### src/rtl/mdu_sequencer_if.sv
// mdu_sequencer_if
// Bundles the EX-stage request/response signals of the multiply sequencer.
//
// Handshake: Start is a one-cycle request. It takes effect only on an edge
// where Busy=0 and Abort=0. While Busy=1 the requester must hold off. The
// sequencer never back-pressures MTHI/MTLO; those complete at the sampling
// edge. Done is a one-cycle pulse marking the edge at which Hi/Lo took a
// product.
//
// Signals:
//   Start  request strobe           Op     operation code (3 bits)
//   RsVal  rs operand / MT source   RtVal  rt operand
//   Abort  pipeline flush           Busy   multiply in flight
//   Done   product written pulse    Hi/Lo  architectural HI/LO registers
//
// Modports: master = pipeline side, slave = sequencer side.
interface mdu_sequencer_if;
    logic        Start;
    logic [2:0]  Op;
    logic [31:0] RsVal;
    logic [31:0] RtVal;
    logic        Abort;
    logic        Busy;
    logic        Done;
    logic [31:0] Hi;
    logic [31:0] Lo;

    modport master (
        output Start, Op, RsVal, RtVal, Abort,
        input  Busy, Done, Hi, Lo
    );

    modport slave (
        input  Start, Op, RsVal, RtVal, Abort,
        output Busy, Done, Hi, Lo
    );
endinterface

### src/rtl/mdu_sequencer.sv
// mdu_sequencer
// Owns HI/LO and runs MULT/MULTU/MADD/MSUB as a 32-step shift-add multiply.
// MTHI/MTLO write HI/LO directly in one cycle.
//
// Ports:
//   Clk        rising-edge clock
//   Rst_n      asynchronous active-low reset
//   bus        mdu_sequencer_if.slave (Start/Op/RsVal/RtVal/Abort in,
//              Busy/Done/Hi/Lo out)
//   dbg_state  current FSM state (0=IDLE, 1=CALC, 2=WB)
module mdu_sequencer (
    input  logic              Clk,
    input  logic              Rst_n,
    mdu_sequencer_if.slave    bus,
    output logic [1:0]        dbg_state
);
    typedef enum logic [1:0] {
        S_IDLE = 2'd0,
        S_CALC = 2'd1,
        S_WB   = 2'd2
    } state_t;

    localparam logic [1:0] OP_MULT  = 2'd0;
    localparam logic [1:0] OP_MULTU = 2'd1;
    localparam logic [1:0] OP_MADD  = 2'd2;
    localparam logic [1:0] OP_MSUB  = 2'd3;

    state_t      state_q, state_d;
    logic [31:0] mcand_q, mcand_d;
    logic [31:0] mplier_q, mplier_d;
    logic [63:0] prod_q, prod_d;
    logic [63:0] base_q, base_d;
    logic        sign_q, sign_d;
    logic [1:0]  op_q, op_d;
    logic [4:0]  cnt_q, cnt_d;
    logic [31:0] hi_q, hi_d;
    logic [31:0] lo_q, lo_d;
    logic        done_q, done_d;

    // Datapath helpers
    logic        is_unsigned;
    logic [31:0] rs_mag, rt_mag;
    logic [32:0] step_sum;
    logic [63:0] signed_prod;
    logic [63:0] wb_val;

    always_comb begin
        is_unsigned = (bus.Op[1:0] == OP_MULTU);
        rs_mag = (!is_unsigned && bus.RsVal[31]) ? (~bus.RsVal + 32'd1) : bus.RsVal;
        rt_mag = (!is_unsigned && bus.RtVal[31]) ? (~bus.RtVal + 32'd1) : bus.RtVal;

        // One shift-add step: the carry out of the upper-half add becomes
        // the new MSB once the product is shifted right.
        step_sum = {1'b0, prod_q[63:32]} + {1'b0, (mplier_q[0] ? mcand_q : 32'd0)};

        signed_prod = sign_q ? (64'd0 - prod_q) : prod_q;
        case (op_q)
            OP_MADD: wb_val = base_q + signed_prod;
            OP_MSUB: wb_val = base_q - signed_prod;
            default: wb_val = signed_prod;
        endcase
    end

    always_comb begin
        state_d  = state_q;
        mcand_d  = mcand_q;
        mplier_d = mplier_q;
        prod_d   = prod_q;
        base_d   = base_q;
        sign_d   = sign_q;
        op_d     = op_q;
        cnt_d    = cnt_q;
        hi_d     = hi_q;
        lo_d     = lo_q;
        done_d   = 1'b0;

        case (state_q)
            S_IDLE: begin
                // Abort in IDLE drops any request on the same edge.
                if (bus.Start && !bus.Abort) begin
                    if (!bus.Op[2]) begin
                        mcand_d  = rs_mag;
                        mplier_d = rt_mag;
                        sign_d   = is_unsigned ? 1'b0 : (bus.RsVal[31] ^ bus.RtVal[31]);
                        op_d     = bus.Op[1:0];
                        base_d   = {hi_q, lo_q};
                        prod_d   = 64'd0;
                        cnt_d    = 5'd0;
                        state_d  = S_CALC;
                    end else if (bus.Op == 3'd4) begin
                        hi_d = bus.RsVal;
                    end else if (bus.Op == 3'd5) begin
                        lo_d = bus.RsVal;
                    end
                end
            end
            S_CALC: begin
                if (bus.Abort) begin
                    state_d = S_IDLE;
                end else begin
                    prod_d   = {step_sum, prod_q[31:1]};
                    mplier_d = {1'b0, mplier_q[31:1]};
                    cnt_d    = cnt_q + 5'd1;
                    if (cnt_q == 5'd31) begin
                        state_d = S_WB;
                    end
                end
            end
            S_WB: begin
                // Abort wins over the write-back on the same edge.
                state_d = S_IDLE;
                if (!bus.Abort) begin
                    hi_d   = wb_val[63:32];
                    lo_d   = wb_val[31:0];
                    done_d = 1'b1;
                end
            end
            default: state_d = S_IDLE;
        endcase
    end

    always_ff @(posedge Clk or negedge Rst_n) begin
        if (!Rst_n) begin
            state_q  <= S_IDLE;
            mcand_q  <= 32'd0;
            mplier_q <= 32'd0;
            prod_q   <= 64'd0;
            base_q   <= 64'd0;
            sign_q   <= 1'b0;
            op_q     <= 2'd0;
            cnt_q    <= 5'd0;
            hi_q     <= 32'd0;
            lo_q     <= 32'd0;
            done_q   <= 1'b0;
        end else begin
            state_q  <= state_d;
            mcand_q  <= mcand_d;
            mplier_q <= mplier_d;
            prod_q   <= prod_d;
            base_q   <= base_d;
            sign_q   <= sign_d;
            op_q     <= op_d;
            cnt_q    <= cnt_d;
            hi_q     <= hi_d;
            lo_q     <= lo_d;
            done_q   <= done_d;
        end
    end

    assign bus.Busy  = (state_q != S_IDLE);
    assign bus.Done  = done_q;
    assign bus.Hi    = hi_q;
    assign bus.Lo    = lo_q;
    assign dbg_state = state_q;
endmodule

### src/flat_wrapper.sv
// flat-port wrapper written by rule: the top's interface ports become plain ports
module mdu_sequencer_flat 
  (Clk, Rst_n, dbg_state, bus_Start, bus_Op, bus_RsVal, bus_RtVal, bus_Abort, bus_Busy, bus_Done, bus_Hi, bus_Lo);
  mdu_sequencer_if bus_i ();
  input  logic Clk;
  input  logic Rst_n;
  output logic [1:0] dbg_state;
  input wire logic [$bits(bus_i.Start)-1:0] bus_Start;
  input wire logic [$bits(bus_i.Op)-1:0] bus_Op;
  input wire logic [$bits(bus_i.RsVal)-1:0] bus_RsVal;
  input wire logic [$bits(bus_i.RtVal)-1:0] bus_RtVal;
  input wire logic [$bits(bus_i.Abort)-1:0] bus_Abort;
  output wire logic [$bits(bus_i.Busy)-1:0] bus_Busy;
  output wire logic [$bits(bus_i.Done)-1:0] bus_Done;
  output wire logic [$bits(bus_i.Hi)-1:0] bus_Hi;
  output wire logic [$bits(bus_i.Lo)-1:0] bus_Lo;
  assign bus_i.Start = bus_Start;
  assign bus_i.Op = bus_Op;
  assign bus_i.RsVal = bus_RsVal;
  assign bus_i.RtVal = bus_RtVal;
  assign bus_i.Abort = bus_Abort;
  assign bus_Busy = bus_i.Busy;
  assign bus_Done = bus_i.Done;
  assign bus_Hi = bus_i.Hi;
  assign bus_Lo = bus_i.Lo;
  mdu_sequencer u_core (.Clk(Clk), .Rst_n(Rst_n), .bus(bus_i), .dbg_state(dbg_state));
endmodule
### config.mk
export PLATFORM = sky130hd
export DESIGN_NAME = mdu_sequencer_flat
export DESIGN_NICKNAME = d
export VERILOG_FILES = /design/src/rtl/mdu_sequencer_if.sv /design/src/rtl/mdu_sequencer.sv /design/src/flat_wrapper.sv
export SDC_FILE = /design/constraint.sdc
export NUM_CORES = 1
export LEC_CHECK = 0
export BUFFER_PORTS_ARGS = -buffer_cell sky130_fd_sc_hd__clkbuf_2
export CORE_ASPECT_RATIO = 1.75
export CORE_MARGIN = 2
export CORE_UTILIZATION = 25
export DETAILED_ROUTE_END_ITERATION = 6
export PLACE_DENSITY_LB_ADDON = 0.1
export SLEW_MARGIN = 20
export SYNTH_ARGS = -nofsm -noshare
export SYNTH_HDL_FRONTEND = slang
export SYNTH_SLANG_ARGS = --single-unit
### constraint.sdc
create_clock -name Clk -period 6.53 [get_ports Clk]
set_input_delay 1.6325 -clock Clk [delete_from_list [all_inputs] [get_ports Clk]]
set_output_delay 1.6325 -clock Clk [all_outputs]
set_load 0.02 [all_outputs]
==> run summary <==
The region available for standard cell placement spans 83200 um^2. The remaining global-route overflow came out at 0. The DRC violation total after the first TritonRoute iteration is 1237.

At the pin with the least slew margin, the transition time is 1.13 ns. The instance area at placement came out at 24600 um^2. After synthesis, the largest family of logic cells by area is simple AND/OR/NAND/NOR gates. The worst-case clock buffer depth came out at 3. The most used flip-flop cell after synthesis is dfrtp_1. The last weighted congestion value of the routability-driven placer is 0.920. The worst vdd rail ir drop came out at 166 uV. The I/O pin total came out at 139. The number of standard-cell rows in the floorplan came out at 140.

The final core utilization came out at 0.316. The setup slack of the most critical reg-to-reg path came out at 0.23 ns. The part of the cycle the worst path needs came out at 0.965. The buffer type at the clock tree root is clkbuf_16. In this run the tool buffered the top-level ports with 138 buffer cells. The mux share of post-synthesis cell area is 0.00399. Counting flops with a built-in enable in the synthesized netlist gives 0.

The residual antenna-violating net count after detailed routing is 0. The cell with the largest stage delay on the worst path is or4_4. Of the total power, the clock network draws 0.186. The clock period minus final worst setup slack came out at 6.30 ns. The detailed-route via count is 20.8k. The wire length reported by the detailed router came out at 91.0 mm. The die is 223 um wide. The pin count of the biggest net entering global routing came out at 167. The async set-reset flop share out of synthesis came out at 1.00. In this run, distinct cell masters in the synthesized netlist total 87. The leakage power total is 12.3 nW.

The number of hold buffers added after cts is 0. The top-area cell type share of the netlist area came out at 0.318. The via count of the first global-routing pass came to 21.2k. Sorting the synthesized cells by area gives the leading types as dfrtp_1, nand2_1, xor2_1. The highest cell delay on the worst timing path came out at 0.62 ns. The critical path data arrival time is 6.79 ns. After detailed routing, the number of remaining DRC violations is 0.

The number of sinks on the clock net came out at 267. The H-tree generated during clock tree synthesis spans 2 levels. Relative to the synthesized area, the layout overhead comes to 25.1%. The number of detailed-route iterations in the first pass came out at 5. The sequential cell area fraction in the yosys report is 0.318. The worst hold path cell count is 2.

The clock latency on the worst-skew pair is 0.57 ns. The sequential group share of total power is 0.221. After synthesis the cells add up to 21000 um^2.

The synthesized netlist net count is 2839. The floorplan step set the die height to 387 um. Broken down by cell family, the worst path's largest delay share belongs to simple AND/OR/NAND/NOR gates. The CTS buffer count is 35. The clock tree from TritonCTS is done. The share of final-layout standard cells stronger than drive strength 1 came out at 0.201. The simple-gate area share of the yosys netlist came out at 0.233. The kind of critical path is register to register. STA classifies the critical path endpoint as a register. The worst flop-to-flop path endpoint is u_core.bus.Hi[31]. The post-synthesis adder-cell area fraction is 0.0615. For this configuration, the core starts out at a cell density of 0.252. Of the total power, combinational logic draws 0.593. The number of antenna violations at the first check in global routing came out at 3.

The worst clock skew is 0.0255 ns. The logic depth of the worst register-to-register path is 27. Summed over all nets, the half-perimeter wirelength after detailed placement is 70.7 mm.

The final instance area is 26300 um^2. After synthesis the netlist holds a flip-flop and latch count of 267. The power after layout is 0.0108 W.

The total internal power came out at 0.00592 W. The startpoint of the most critical hold path is u_core.mcand_q[16]. The clock transition at the registers of the reported paths is 0.06 ns.

The share of the synthesized area in compound gates (AO/OA/AOI/OAI) is 0.233. The synthesized-area fraction occupied by xor and xnor cells is 0.112. Counting every instance in the synthesized netlist gives 2666.

Summed over all nets, the switching power comes to 0.00490 W. Of the total power, the share spent switching nets is 0.453. The sink of the worst hold path is u_core.mcand_q[16].

The total number of nets in the final design came out at 3148. Leaving out fill and tap cells, the most frequent cell in the layout is nand2_1. The average instance area after synthesis came out at 7.88 um^2.

The global-route wire length before repair is 136 mm. The biggest area contributor in the post-synthesis netlist is dfrtp_1. The largest fanout on the critical path came out at 4.

The critical path launch point type is a register. The run finished with clean final reports. The overall track demand over capacity in global routing came out at 0.208. The average wire per standard cell came out at 22.4 um. The vias per cell is 5.10. The class of the tightest hold or removal check is register to register.

The count of synthesis-stage warnings from yosys is 0. For this design the ratio of total power to cell area is 412 nW/um^2. For this run, the top clock speed supported by timing is 159 MHz. The headroom to the max-slew limit came out at 0.244.

The final setup violation count came out at 0. The die covers 86400 um^2. The final number of max-transition violations is 0. The number of endpoints with negative hold slack in the final report came out at 0. Among the stages of the critical path, the cell type that occurs most often is buf_4.

The max-capacitance violation count came out at 0. Leaving out fill and tap cells, the most frequent cells in the layout are nand2_1, buf_4, dfrtp_1. The required time of the critical path came out at 7.02 ns. The launching point of the worst reg2reg path is u_core.prod_q[6].

Counting both buffers and inverters, the worst setup path holds a total of 5.
==> how the worst max path moves through the flow <==
| stage | from | endpoint | slack [ns] | cells after the start |
|---|---|---|---|---|
| after CTS | u_core.prod_q[6] | u_core.bus.Hi[27] | 0.01 | 24 |
| after floorplan | u_core.prod_q[0] | u_core.bus.Hi[30] | 0.31 | 25 |
| final | u_core.prod_q[6] | u_core.bus.Hi[31] | 0.23 | 27 |
| after detailed placement | u_core.prod_q[6] | u_core.bus.Hi[31] | -0.73 | 27 |
| after global placement | u_core.prod_q[0] | u_core.bus.Hi[31] | -0.71 | 26 |
| after global routing | u_core.prod_q[6] | u_core.bus.Hi[29] | -0.07 | 26 |
==> power by group through the flow <==
| stage | Combinational, W | Clock (W) | Sequential, W |
|---|---|---|---|
| finish | 0.00641 | 0.00201 | 0.00240 |
| global route | 0.00708 | 0.00213 | 0.00244 |
| CTS | 0.00624 | 0.00210 | 0.00239 |
| detailed placement | 0.00613 | 0 | 0.00242 |
| global placement | 0.00615 | 0 | 0.00242 |
| floorplan | 0.00373 | 0 | 0.00236 |
==> worst reg2reg max path: stages, from the launching register on <==
cell and delay [ns]:
dfrtp_1 0.43, or4_4 0.62, or4_4 0.57, or4_4 0.50, a21oi_2 0.14, a31o_2 0.19
nand4_1 0.14, or3b_4 0.44, nor2_2 0.14, inv_1 0.06, buf_4 0.13, o21ai_2 0.12
xor2_1 0.10, ha_1 0.34, and2_1 0.18, nand2_2 0.11, nor3_4 0.27, o211ai_1 0.13
buf_4 0.18, a21oi_2 0.20, o21bai_1 0.11, buf_4 0.16, o21ai_2 0.20, buf_4 0.15
nand2_1 0.05, a21bo_2 0.22, a211o_1 0.28, nand3_1 0.06
==> state kept, by name (all words and copies together), names as in the netlist <==
| register | flops |
|---|---|
| u_core.base_q | 64 |
| u_core.dbg_state | 2 |
| u_core.cnt_q | 5 |
| u_core.bus.Done | 1 |
| u_core.bus.Hi | 32 |
| u_core.sign_q | 1 |
| u_core.mcand_q | 32 |
| u_core.op_q | 2 |
| u_core.prod_q | 64 |
| u_core.mplier_q | 32 |
| u_core.bus.Lo | 32 |
==> per-stage QoR <==
| step | instances | TNS [ns] | setup slack (ns) | hold slack [ns] |
|---|---|---|---|---|
| finish | 4072 | 0 | 0.230 | 0.472 |
| floorplan | 2666 | 0 | 0.309 | 0.438 |
| detailed placement | 3987 | -6.07 | -0.728 | 0.460 |
| global placement | 3987 | -5.28 | -0.714 | 0.459 |
| CTS | 4052 | 0 | 0.00953 | 0.476 |
| global route | 4067 | -0.151 | -0.0742 | 0.503 |
==> cells by family (layout without fill, tap and decap cells) <==
group	Yosys count	in the layout
AO/OA/AOI/OAI	765	765
XOR/XNOR	268	268
adder cells (fa/ha/maj)	102	102
buffers and inverters	203	537
flip-flops	267	267
multiplexers	8	8
other	0	7
AND/OR/NAND/NOR	1053	1053
==> routing by layer <==
metal / GRT usage / vias to the layer above / wire length, um
met5: 0 / - / 13
met1: 0.246 / 10000 / 37300
li1: - / 10100 / -
met3: 0.0282 / 112 / 3760
met2: 0.374 / 481 / 45900
met4: 0.0896 / 2 / 4090
==> cell type report <==
type,count,area (um^2)
clock inverter,13,151
inverter,39,146
sequential,267,6690
multi-input combinational,2196,13900
clock buffer,49,1000
antenna,7,17.5
tap,1065,1330
timing repair buffer,436,3000
fill,8946,56900
==> synth_stat cells (5+ instances only) <==
cell / n
and3_1: 14
o21bai_1: 15
nor4_1: 14
o31ai_1: 71
a41oi_1: 11
nand2b_1: 23
nand4_1: 23
ha_1: 100
o41ai_1: 20
nand2_1: 500
a22oi_1: 31
buf_1: 14
buf_2: 5
nor2b_1: 21
nor3_1: 34
nor2_1: 187
or4_1: 28
or3_1: 34
and2_1: 47
xor2_1: 145
a31oi_1: 19
or2_2: 11
o311ai_0: 5
a21oi_1: 173
o21ai_0: 244
o21a_1: 14
a211o_1: 6
mux2i_1: 5
dfrtp_1: 267
a21o_1: 41
o221ai_1: 5
o211ai_1: 14
o31a_1: 6
a211oi_1: 42
xnor2_1: 121
nand3_1: 77
a221oi_1: 6
inv_1: 37
clkbuf_1: 141
and4_1: 5
==> what timing repair did <==
item,in CTS,in global routing
buffers inserted,3,12
resized for setup,23,59
endpoints found under the setup margin,16,19
pin swaps,11,46
gates cloned,0,1
Power figures use the tool's default switching activity.
